### src/rtl/regf_mem_arb_if.sv
// Bus bundle between NUM_REQ requesters, the round-robin arbiter and the
// memory port of a generated register file.
interface regf_mem_arb_if #(
  parameter int NUM_REQ    = 2,
  parameter int ADDR_WIDTH = 13,
  parameter int DATA_WIDTH = 32
);
  // Handshake: req_i[n] with address/wena/wdata held stable until gnt_o[n];
  // an access transfers in every cycle where req_i[n] & gnt_o[n]. Exactly one
  // cycle later rvalid_o[n] pulses with rdata_o/err_o (writes: ack + err only).
  logic [NUM_REQ-1:0]                 req_i;
  logic [NUM_REQ-1:0][ADDR_WIDTH-1:0] req_addr_i;
  logic [NUM_REQ-1:0]                 req_wena_i;
  logic [NUM_REQ-1:0][DATA_WIDTH-1:0] req_wdata_i;
  logic [NUM_REQ-1:0]                 gnt_o;
  logic [NUM_REQ-1:0]                 rvalid_o;
  logic [DATA_WIDTH-1:0]              rdata_o;
  logic                               err_o;
  logic                               mem_ena_o;
  logic [ADDR_WIDTH-1:0]              mem_addr_o;
  logic                               mem_wena_o;
  logic [DATA_WIDTH-1:0]              mem_wdata_o;
  logic [DATA_WIDTH-1:0]              mem_rdata_i;
  logic                               mem_err_i;
  logic [7:0]                         err_cnt_o;

  modport slave (
    input  req_i, req_addr_i, req_wena_i, req_wdata_i, mem_rdata_i, mem_err_i,
    output gnt_o, rvalid_o, rdata_o, err_o, mem_ena_o, mem_addr_o, mem_wena_o,
           mem_wdata_o, err_cnt_o
  );

  modport master (
    output req_i, req_addr_i, req_wena_i, req_wdata_i, mem_rdata_i, mem_err_i,
    input  gnt_o, rvalid_o, rdata_o, err_o, mem_ena_o, mem_addr_o, mem_wena_o,
           mem_wdata_o, err_cnt_o
  );
endinterface

### src/rtl/regf_mem_arb.sv
// Round-robin arbiter sharing one regf memory port between NUM_REQ masters,
// routing the one-cycle-late response back and counting error responses.
module regf_mem_arb #(
  parameter int NUM_REQ    = 2,
  parameter int ADDR_WIDTH = 13,
  parameter int DATA_WIDTH = 32
) (
  input  logic           main_clk_i,
  input  logic           main_rst_an_i,
  regf_mem_arb_if.slave  bus
);

  localparam int PW  = (NUM_REQ > 1) ? $clog2(NUM_REQ) : 1;
  localparam int PW1 = PW + 1;
  localparam logic [PW-1:0] PTR_RST = PW'(NUM_REQ - 1);

  logic [PW-1:0]      ptr;
  logic [PW-1:0]      gnt_idx;
  logic [PW1-1:0]     cand;
  logic               found;
  logic [NUM_REQ-1:0] gnt;
  logic [NUM_REQ-1:0] rsel;
  logic               any_rsel;
  logic               err;
  logic [7:0]         err_cnt;

  // Search from ptr+1 upward with wrap; the first active request wins.
  always_comb begin
    gnt     = '0;
    gnt_idx = ptr;
    found   = 1'b0;
    cand    = '0;
    for (int k = 1; k <= NUM_REQ; k++) begin
      cand = {1'b0, ptr} + PW1'(k);
      if (cand >= PW1'(NUM_REQ)) begin
        cand = cand - PW1'(NUM_REQ);
      end
      if (!found && bus.req_i[cand[PW-1:0]]) begin
        found   = 1'b1;
        gnt_idx = cand[PW-1:0];
      end
    end
    if (!main_rst_an_i) begin
      found = 1'b0;
    end
    if (found) begin
      gnt[gnt_idx] = 1'b1;
    end
  end

  always_ff @(posedge main_clk_i or negedge main_rst_an_i) begin
    if (!main_rst_an_i) begin
      ptr     <= PTR_RST;
      rsel    <= '0;
      err_cnt <= '0;
    end else begin
      if (found) begin
        ptr <= gnt_idx;
      end
      rsel <= gnt;
      if (err && (err_cnt != 8'hFF)) begin
        err_cnt <= err_cnt + 8'd1;
      end
    end
  end

  assign any_rsel = |rsel;
  assign err      = bus.mem_err_i & any_rsel;

  assign bus.gnt_o       = gnt;
  assign bus.mem_ena_o   = found;
  assign bus.mem_addr_o  = found ? bus.req_addr_i[gnt_idx]  : '0;
  assign bus.mem_wena_o  = found ? bus.req_wena_i[gnt_idx]  : 1'b0;
  assign bus.mem_wdata_o = found ? bus.req_wdata_i[gnt_idx] : '0;

  // The response belongs to whoever was granted on the previous edge.
  assign bus.rvalid_o  = rsel;
  assign bus.rdata_o   = any_rsel ? bus.mem_rdata_i : '0;
  assign bus.err_o     = err;
  assign bus.err_cnt_o = err_cnt;

endmodule

### src/flat_wrapper.sv
// flat-port wrapper written by rule: the top's interface ports become plain ports
module regf_mem_arb_flat 
#(
  parameter int NUM_REQ    = 2,
  parameter int ADDR_WIDTH = 13,
  parameter int DATA_WIDTH = 32
)
  (main_clk_i, main_rst_an_i, bus_req_i, bus_req_addr_i, bus_req_wena_i, bus_req_wdata_i, bus_mem_rdata_i, bus_mem_err_i, bus_gnt_o, bus_rvalid_o, bus_rdata_o, bus_err_o, bus_mem_ena_o, bus_mem_addr_o, bus_mem_wena_o, bus_mem_wdata_o, bus_err_cnt_o);
  regf_mem_arb_if #(.NUM_REQ(NUM_REQ), .ADDR_WIDTH(ADDR_WIDTH), .DATA_WIDTH(DATA_WIDTH)) bus_i ();
  input  logic main_clk_i;
  input  logic main_rst_an_i;
  input wire logic [$bits(bus_i.req_i)-1:0] bus_req_i;
  input wire logic [$bits(bus_i.req_addr_i)-1:0] bus_req_addr_i;
  input wire logic [$bits(bus_i.req_wena_i)-1:0] bus_req_wena_i;
  input wire logic [$bits(bus_i.req_wdata_i)-1:0] bus_req_wdata_i;
  input wire logic [$bits(bus_i.mem_rdata_i)-1:0] bus_mem_rdata_i;
  input wire logic [$bits(bus_i.mem_err_i)-1:0] bus_mem_err_i;
  output wire logic [$bits(bus_i.gnt_o)-1:0] bus_gnt_o;
  output wire logic [$bits(bus_i.rvalid_o)-1:0] bus_rvalid_o;
  output wire logic [$bits(bus_i.rdata_o)-1:0] bus_rdata_o;
  output wire logic [$bits(bus_i.err_o)-1:0] bus_err_o;
  output wire logic [$bits(bus_i.mem_ena_o)-1:0] bus_mem_ena_o;
  output wire logic [$bits(bus_i.mem_addr_o)-1:0] bus_mem_addr_o;
  output wire logic [$bits(bus_i.mem_wena_o)-1:0] bus_mem_wena_o;
  output wire logic [$bits(bus_i.mem_wdata_o)-1:0] bus_mem_wdata_o;
  output wire logic [$bits(bus_i.err_cnt_o)-1:0] bus_err_cnt_o;
  assign bus_i.req_i = bus_req_i;
  assign bus_i.req_addr_i = bus_req_addr_i;
  assign bus_i.req_wena_i = bus_req_wena_i;
  assign bus_i.req_wdata_i = bus_req_wdata_i;
  assign bus_i.mem_rdata_i = bus_mem_rdata_i;
  assign bus_i.mem_err_i = bus_mem_err_i;
  assign bus_gnt_o = bus_i.gnt_o;
  assign bus_rvalid_o = bus_i.rvalid_o;
  assign bus_rdata_o = bus_i.rdata_o;
  assign bus_err_o = bus_i.err_o;
  assign bus_mem_ena_o = bus_i.mem_ena_o;
  assign bus_mem_addr_o = bus_i.mem_addr_o;
  assign bus_mem_wena_o = bus_i.mem_wena_o;
  assign bus_mem_wdata_o = bus_i.mem_wdata_o;
  assign bus_err_cnt_o = bus_i.err_cnt_o;
  regf_mem_arb #(.NUM_REQ(NUM_REQ), .ADDR_WIDTH(ADDR_WIDTH), .DATA_WIDTH(DATA_WIDTH)) u_core (.main_clk_i(main_clk_i), .main_rst_an_i(main_rst_an_i), .bus(bus_i));
endmodule
### config.mk
export PLATFORM = sky130hd
export DESIGN_NAME = regf_mem_arb_flat
export DESIGN_NICKNAME = d
export VERILOG_FILES = /design/src/rtl/regf_mem_arb_if.sv /design/src/rtl/regf_mem_arb.sv /design/src/flat_wrapper.sv
export SDC_FILE = /design/constraint.sdc
export NUM_CORES = 1
export LEC_CHECK = 0
export CORE_AREA = 2 2 86 88
export DETAILED_ROUTE_END_ITERATION = 10
export DIE_AREA = 0 0 88 90
export PLACE_DENSITY = 0.84
export SYNTH_ARGS = -nofsm -noshare
export SYNTH_HDL_FRONTEND = slang
export SYNTH_SLANG_ARGS = --single-unit
### constraint.sdc
create_clock -name main_clk_i -period 1.69 [get_ports main_clk_i]
set_input_delay 0.169 -clock main_clk_i [delete_from_list [all_inputs] [get_ports main_clk_i]]
set_output_delay 0.169 -clock main_clk_i [all_outputs]
set_load 0.005 [all_outputs]
* Word-level counts from Yosys, hierarchy flattened
Index checks and enable logic that the tools add are counted.
Operators by class: add/subtract/negate cells 5, multiply operators 0, div/mod/pow operators 0, magnitude comparators 6, equality and inequality tests 1, shift-type cells 0, muxes and demuxes 24, bitwise gates (word level) 1, reduce and logical (&&, ||, !) cells 5
Operators with widths (number):
- 32-bit two-way mux | 4
- 13-bit two-way mux | 3
- 1-bit two-way mux | 15
- 8-bit by 1-bit adder with 8-bit output, second input constant | 1
- 8-bit != test, second input constant | 1
- 1-bit by 2-bit less-than comparator with 1-bit output, second input constant | 3
- 2-bit greater-or-equal comparator, second input constant | 2
- 1-bit logical AND | 3
- 1-bit by 1-bit adder with 2-bit output, second input constant | 1
- 1-bit by 2-bit adder with 2-bit output, second input constant | 1
- 2-bit two-way mux | 1
- 2-bit OR reduction | 1
- 1-bit subtractor, second input constant | 2
- 1-bit AND | 1
- 1-bit demux with 1-bit select | 1
- 1-bit greater-or-equal comparator, second input constant | 1
- 1-bit zero test | 1
Storage, ports and cells: bits in registers 11, bits in latches 0, memory bits (writable) 0, memory bits (read-only) 0, input port bits 129, logic and storage cells 45, memories kept 0

* Depth between registers and ports, before layout
Gate-level depths: netlist of the first run.
depth in word-level cells 14, mapped depth 5, depth with buffers taken out 4

* Worst setup path after synthesis of the first run
No wires, ideal clock.
kind reg-to-reg, from reg u_core.err_cnt[0], in the netlist u_core.bus.err_cnt_o[0], to reg u_core.err_cnt[1], in the netlist u_core.bus.err_cnt_o[1], library setup time 0.125 ns, arrival 1.334 ns, path slack 0.231 ns, stages on the path, launching flop included 5, path buffers 0, period minus slack after synthesis 1.459 ns, path through dfrtp_1 > ha_1 > nand3_1 > o21ai_2 > mux2_2
Between the ends: longest elaborated chain between the ends 2, elaborated cells on any way between the ends 3, classes of those cells 1 x add/sub; 1 x eq/ne; 1 x reduce/logical
RTL lines:
- from (decl) | line regf_mem_arb.sv:25 | logic [7:0] err_cnt;
- from (signal assigned) | line regf_mem_arb.sv:62 | err_cnt <= err_cnt + 8'd1;
- branches (longest 2 deep; another with 8-bit by 1-bit adder with 8-bit output)
Parallel ways; which one is timed is not known. A chain may end at the register's enable or synchronous reset.

* Final worst setup path of the first run
from reg u_core.ptr, to out bus_mem_addr_o[5]
Between the ends: longest elaborated chain between the ends 12, elaborated cells on any way between the ends 22, classes of those cells 4 x add/sub; 2 x order compare; 14 x mux; 2 x reduce/logical
RTL lines:
- from (decl) | line regf_mem_arb.sv:17 | logic [PW-1:0] ptr;
- from (signal assigned) | line regf_mem_arb.sv:58 | ptr <= gnt_idx;
- 1-bit by 1-bit adder with 2-bit output | line regf_mem_arb.sv:34 | cand = {1'b0, ptr} + PW1'(k);
- 2-bit greater-or-equal comparator / 1-bit subtractor (equally long branches) | line regf_mem_arb.sv:35, regf_mem_arb.sv:36
- 1-bit two-way mux | line regf_mem_arb.sv:35 | if (cand >= PW1'(NUM_REQ)) begin
- 1-bit two-way mux (not written as such) (2 in a row) | line regf_mem_arb.sv:38 | if (!found && bus.req_i[cand[PW-1:0]]) begin
- 1-bit two-way mux | line regf_mem_arb.sv:38
- 1-bit zero test | line regf_mem_arb.sv:38
- 1-bit logical AND | line regf_mem_arb.sv:38
- 1-bit two-way mux | line regf_mem_arb.sv:38
- 13-bit two-way mux (not written as such) (2 in a row) | line regf_mem_arb.sv:72 | assign bus.mem_addr_o = found ? bus.req_addr_i[gnt_idx] : '0;
- 13-bit two-way mux (*) | line regf_mem_arb.sv:72
- to (decl) | line flat_wrapper.sv:23 | output wire logic [$bits(bus_i.mem_addr_o)-1:0] bus_mem_addr_o;
Mark *: on every way between the ends. The rest lies on a longest branch, timed or not. The select of a mux whose other input is x is not followed.

==> results of run 1 <==
==> metal layers <==
metal	vias to the layer above	GRT usage
met2	155	0.3750
met1	995	0.1910
li1	1039	-
met4	0	0.04359
met5	-	0
met3	10	0.05785
==> per-stage QoR <==
step | utilization | hold slack [ns]
after floorplan | - | -0.1266
after global placement | 0.5172 | 0.5252
after detailed placement | 0.5172 | 0.5416
after CTS | 0.5593 | 0.08507
after global routing | 0.5817 | 0.08099
final | 0.5817 | 0.06937
==> kinds of logic after synthesis <==
| logic type | count (synthesis) |
|---|---|
| AO/OA/AOI/OAI | 56 |
| XOR/XNOR | 2 |
| adder cells (fa/ha/maj) | 1 |
| buffers and inverters | 16 |
| flip-flops | 11 |
| multiplexers | 4 |
| AND/OR/NAND/NOR | 52 |
==> state kept, by name (all words and copies together), names as in the netlist <==
signal	count
u_core.bus.err_cnt_o	8
u_core.bus.rvalid_o	2
u_core.ptr	1
==> report_power, final <==
part           total, W  internal, W  switching, W
Clock          0.000260     0.000165     0.0000943
Combinational   0.00131     0.000863      0.000443
Sequential     0.000441     0.000339      0.000102
Total           0.00201      0.00137      0.000640
==> final cells by class <==
cell class              count  area (sq um)  area share
inverters                   3         11.26    0.002757
flip-flops and latches     11         277.8     0.06801
repair buffers            260          2696      0.6602
multi-input cells         115         929.6      0.2276
clock buffers               4         45.04     0.01103
well taps                  99         123.9     0.03033
==> worst paths after layout <==
check / start / endpoint / slack, ns
setup / recovery: u_core.ptr / bus_mem_addr_o[5] / -0.11
hold / removal: main_rst_an_i / u_core.bus.err_cnt_o[3] / 0.07
setup reg to reg: u_core.bus.rvalid_o[0] / u_core.bus.err_cnt_o[7] / 0.17
hold reg to reg: u_core.bus.err_cnt_o[0] / u_core.bus.err_cnt_o[0] / 0.55
max in group asynchronous: main_rst_an_i / u_core.ptr / 1.39
min in group main_clk_i: main_rst_an_i / u_core.ptr / 0.47
==> cell usage in the layout (no fill, tap or decap), types with 2 or more instances in the layout <==
cell / n
clkdlybuf4s50_1: 137
a22o_1: 46
buf_2: 34
nor2b_1: 27
dlymetal6s2s_1: 25
buf_4: 17
clkdlybuf4s15_2: 12
dfrtp_1: 9
buf_12: 8
dlygate4sd2_1: 7
nand2_1: 6
buf_6: 6
buf_16: 5
nor2_1: 4
clkdlybuf4s15_1: 4
and2b_1: 3
mux2_2: 3
clkbuf_8: 3
inv_2: 2
a21oi_4: 2
nor2b_2: 2
clkbuf_16: 2
buf_8: 2
==> worst max-delay path, stage by stage (launching register included) <==
cell,delay [ns]
dfstp_2,0.53
buf_4,0.12
a21oi_4,0.07
bufbuf_16,0.29
a22o_1,0.17
clkdlybuf4s15_2,0.20
==> timing repair <==
item,in CTS,in global routing
pin swaps,27,12
setup endpoints to repair,81,65
resized for setup,203,34
gates cloned,8,2
hold endpoints to repair,0,0
setup buffers,14,10
==> Yosys cell counts (all sizes together), types with 2 or more instances <==
| master | number | area [sq um] |
|---|---|---|
| a22o | 46 | 402.9 |
| nor2b | 29 | 181.4 |
| or2b | 2 | 16.27 |
| nor2 | 5 | 18.77 |
| nand2 | 6 | 22.52 |
| dfrtp | 10 | 250.2 |
| clkbuf | 3 | 11.26 |
| a21oi | 3 | 18.77 |
| o21ai | 3 | 30.03 |
| buf | 10 | 61.31 |
| nand3 | 2 | 15.01 |
| mux2 | 4 | 45.04 |
| inv | 3 | 11.26 |
| and2b | 3 | 22.52 |
==> run summary, run 1 <==
Worst VDD drop: 454.6 uV
ANT cells: 0
Sequential share of the synthesized area: 0.2197
Row count: 31
# setup viols final: 46
Mapped cell area: 1259 sq um
Largest family of logic cells by synthesized area: compound AO/OA/AOI/OAI gates
Worst path required time: 1.52 ns
Tot Pwr: 0.002007 W
DRT iter0 DRCs: 61
CTS Root Cell: clkbuf_8
Met2 wire len: 4472 um
Final period utilization: 1.063
Worst-path fanout max: 12
Xor/xnor share of the synthesized area: 0.01392
Leakage Power: 2.108 nW
Worst Skew: 0.004245 ns
Failing checks: setup timing
Fin cells: 492
DRC errors left: 0
Drt pass-1 iters: 4
Avg WL per Cell: 17.05 um
Mux cell area share after synthesis: 0.03579
Area of all placed cells without fillers: 4084 sq um
Worst skew pair latency: 0.24 ns
Core ar.: 7020 sq um
WL final: 8387 um
CTS H-tree lvls: 1
DIE WIDTH: 88 um
Initial antenna violation count: 0
Filler cells: 631
IO Count: 221
Number of I/O port buffers: 220
Final min period: 1.796 ns
Pin count of the biggest net entering global routing: 25
Total Routing Usage GR: 0.1918
Fin. Hold Viols: 0
Number of synthesized register bits: 11
Ys async rst share: 1.000
Share of post-route cells with drive strength above 1: 0.2774
Mean Syn Cell Area: 8.864 sq um
First-pass GRT wire length: 11,650 um
Worst r2r path cells: 5
Clock Tree Buf Depth: 2
Post-Place Cells: 456
Nets: 524
Distinct cells, synth: 36
Slew Viols, Final: 0
Ys flop type: dfrtp_1
Syn Inst Count: 142
Post-Synth Adder-Cell Area: 0.009940
CTS tree: done
Max Cap Viol: 0
Status: complete, but fails checks
Vias in the first global route: 2,193
Top Metal Used: met4
Hold_buf cts: 0
Die Y: 90 um
Dpl hpwl: 5680 um
GP Congestion: 0.9026
Met1 Routed Length: 2893 um
Die Area: 7920 sq um
Synth warnings: 0
Crit path DAT: 1.63 ns
Mean number of vias per cell: 4.470
Slew @ Worst Pin: 0.2546 ns
Syn nets: 272
Post-Synth Simple-Gate Area: 0.2525
Worst slack, placed: -0.4320 ns
CTS clk-pin slew, worst paths: 0.05 ns
Setup WS post-layout: -0.1060 ns
RSZ-0062 raised after global routing: yes
Initial Utilization: 0.1793
Rel. slew slack: 0.8302
Compound-Gate Fraction of Synth Area: 0.4016
Congestion Overflow GR: 0
Critical path type: flip-flop to primary output
Via count: 2,199
CTS Buf Count: 3
Pwr Density: 491.4 nW/um^2
Synth-to-layout area growth: 224.5%
Met3 Wirelength: 902 um
CP endpoint kind: primary output
Sink Count: 11
Area after DPL: 3631 sq um
EDFF count, synth: 0
HP Class: input pin to async pin
Final TNS setup: -2.387 ns
Fmax: 556.8 MHz
Final antenna-violating net count: 0
Worst setup SP type: flip-flop
Power figures use the tool's default switching activity.
==> run 2, diff against run 1 <==
Settings changed: CORE_AREA 2 2 86 88 to 2 2 87 89, DIE_AREA 0 0 88 90 to 0 0 89 91, DONT_BUFFER_PORTS from default to 1, PLACE_DENSITY 0.84 to 0.42.
==> run summary, run 2 (same netlist as run 1, synthesis figures left out) <==
Drt pass-1 iters: 5 (+1)
Congestion Overflow GR: 0 (unchanged)
Crit path DAT: 1.51 ns (-0.12 ns)
Rel. slew slack: 0.6579 (-0.1723)
Setup WS post-layout: 0.008136 ns (+0.1141 ns)
Die Y: 91 um (+1.1%)
Initial antenna violation count: 0 (unchanged)
First-pass GRT wire length: 6444 um (-45%)
HP Class: input pin to flip-flop
Tot Pwr: 0.001249 W (-38%)
Worst setup SP type: flip-flop
# setup viols final: 0 (-100%)
Via count: 1,291 (-41%)
Mean number of vias per cell: 5.313 (+19%)
Initial Utilization: 0.1764 (-0.002923)
RSZ-0062 raised after global routing: yes
Most frequent cells in the layout: 40 x a22o_1, 29 x nor2b_1, 10 x dfrtp_1
DIE WIDTH: 89 um (+1.1%)
Fin. Hold Viols: 0 (unchanged)
Worst-path fanout max: 22 (+10)
Critical path type: flip-flop to primary output
Status: finished clean
Worst path required time: 1.52 ns (about the same)
Max Cap Viol: 0 (unchanged)
CTS H-tree lvls: 1 (unchanged)
Clock Tree Buf Depth: 2 (unchanged)
DRT iter0 DRCs: 40 (-34%)
Worst slack, placed: 0.2291 ns (+0.6611 ns)
Final period utilization: 0.9952 (-0.06753)
Max reg flops: 8 (unchanged)
Slew @ Worst Pin: 0.5114 ns (+0.2568 ns)
CTS Root Cell: clkbuf_8
Share of post-route cells with drive strength above 1: 0.2500 (-0.02735)
Row count: 31 (unchanged)
Core Util, Final: 0.2253 (-0.3564)
Sink Count: 11 (unchanged)
IO Count: 221 (unchanged)
DRC errors left: 0 (unchanged)
Synth-to-layout area growth: 27.73%
Commonest non-fill, non-tap cell in the layout: a22o_1
Total Routing Usage GR: 0.1064 (-0.08536)
Number of I/O port buffers: 0 (-100%)
Leakage Power: 0.6317 nW (-70%)
Final min period: 1.682 ns (-0.1141 ns)
Slowest stage delay, CP: 0.54 ns (about the same)
Final antenna-violating net count: 0 (unchanged)
CP endpoint kind: primary output
GP Congestion: 0.7538 (-16%)
Pwr Density: 777.1 nW/um^2 (+58%)
Crit-path cells: inv_2 > a21oi_4 > bufbuf_16 > a22o_1
ANT cells: 0 (unchanged)
CP max stage cell: dfstp_2
Avg WL per Cell: 20.84 um (+22%)
Fmax: 594.6 MHz (+6.8%)
Worst Skew: 0.003820 ns (-0.0004258 ns)
Pin count of the biggest net entering global routing: 48 (+92%)
WL final: 5063 um (-40%)
Worst VDD drop: 242.5 uV (-47%)
Slew Viols, Final: 0 (unchanged)
Core ar.: 7137 sq um (+1.7%)
Die Area: 8099 sq um (+2.3%)
Hold WS: 0.007333 ns (-0.06203 ns)
CTS clk-pin slew, worst paths: 0.06 ns (about the same)
CTS tree: done
Vias in the first global route: 1,101 (-50%)
Dpl hpwl: 3829 um (-33%)
Final TNS setup: 0 ns (+2.387 ns)
Worst skew pair latency: 0.25 ns (about the same)
CTS Buf Count: 3 (unchanged)
Nets: 275 (-48%)
-- run 2: cell types whose count changed in the layout (fill, tap and decap cells not counted), sizes merged --
cell / before / now
dlygate4sd3: 0 / 1
bufbuf: 1 / 2
clkdlybuf4s50: 137 / 0
clkbuf: 6 / 4
dlygate4sd2: 7 / 0
clkinv: 0 / 1
buf: 72 / 7
dlymetal6s2s: 25 / 0
clkdlybuf4s15: 16 / 0
-- run 2: path summary, 6_finish.rpt --
kind / startpoint / to / slack (ns) / cells past startpoint
worst min register to register: u_core.bus.err_cnt_o[0] / u_core.bus.err_cnt_o[0] / 0.56 / 1
worst max-delay path: u_core.ptr / bus_mem_wdata_o[2] / 0.008 / 4
worst min-delay path: bus_req_i[0] / u_core.bus.rvalid_o[1] / 0.007 / 1
min in group asynchronous: main_rst_an_i / u_core.bus.err_cnt_o[6] / 0.33 / 1
worst max register to register: u_core.bus.err_cnt_o[0] / u_core.bus.err_cnt_o[7] / 0.24 / 4
max in group asynchronous: main_rst_an_i / u_core.ptr / 1.00 / 1
-- run 2: area by class of cell --
type	instances	area [sq um]
inverter	3	11.26
clock inverter	1	5.005
timing repair buffer	11	177.7
sequential	11	276.5
tap	99	123.9
clock buffer	3	41.29
fill	792	5529
multi-input combinational	115	972.2
-- run 2: critical path: cells and delay by family (launching register included) --
kind | cells | cell delay [ns]
AO/OA/AOI/OAI | 2 | 0.35
buffers and inverters | 2 | 0.37
flip-flops | 1 | 0.54
-- run 2: power breakdown --
group	internal [W]	switching, W
Sequential	0.000338	0.000121
Combinational	0.000247	0.000267
Clock	0.000163	0.000113
-- run 2: what timing repair did --
| item | CTS | global route |
|---|---|---|
| hold buffers | 1 | 0 |
| endpoints found under the hold margin | 11 | 0 |
| setup buffers | 3 | 0 |
| gates resized for setup | 5 | 1 |
| endpoints found under the setup margin | 21 | 46 |
| cloned | 2 | 1 |
| pin swaps | 5 | 2 |
-- run 2: layer usage --
layer | global-route usage | share of wire
met4 | 0.02239 | 0.0081
met1 | 0.1218 | 0.38
met2 | 0.1934 | 0.52
met3 | 0.02909 | 0.096
met5 | 0 | 0
-- run 2: through the flow --
stage | std cells | instance area [sq um]
after floorplan | 142 | 1259
after global placement | 232 | 1386
after detailed placement | 232 | 1386
after CTS | 242 | 1574
after global routing | 243 | 1608
final | 243 | 1608
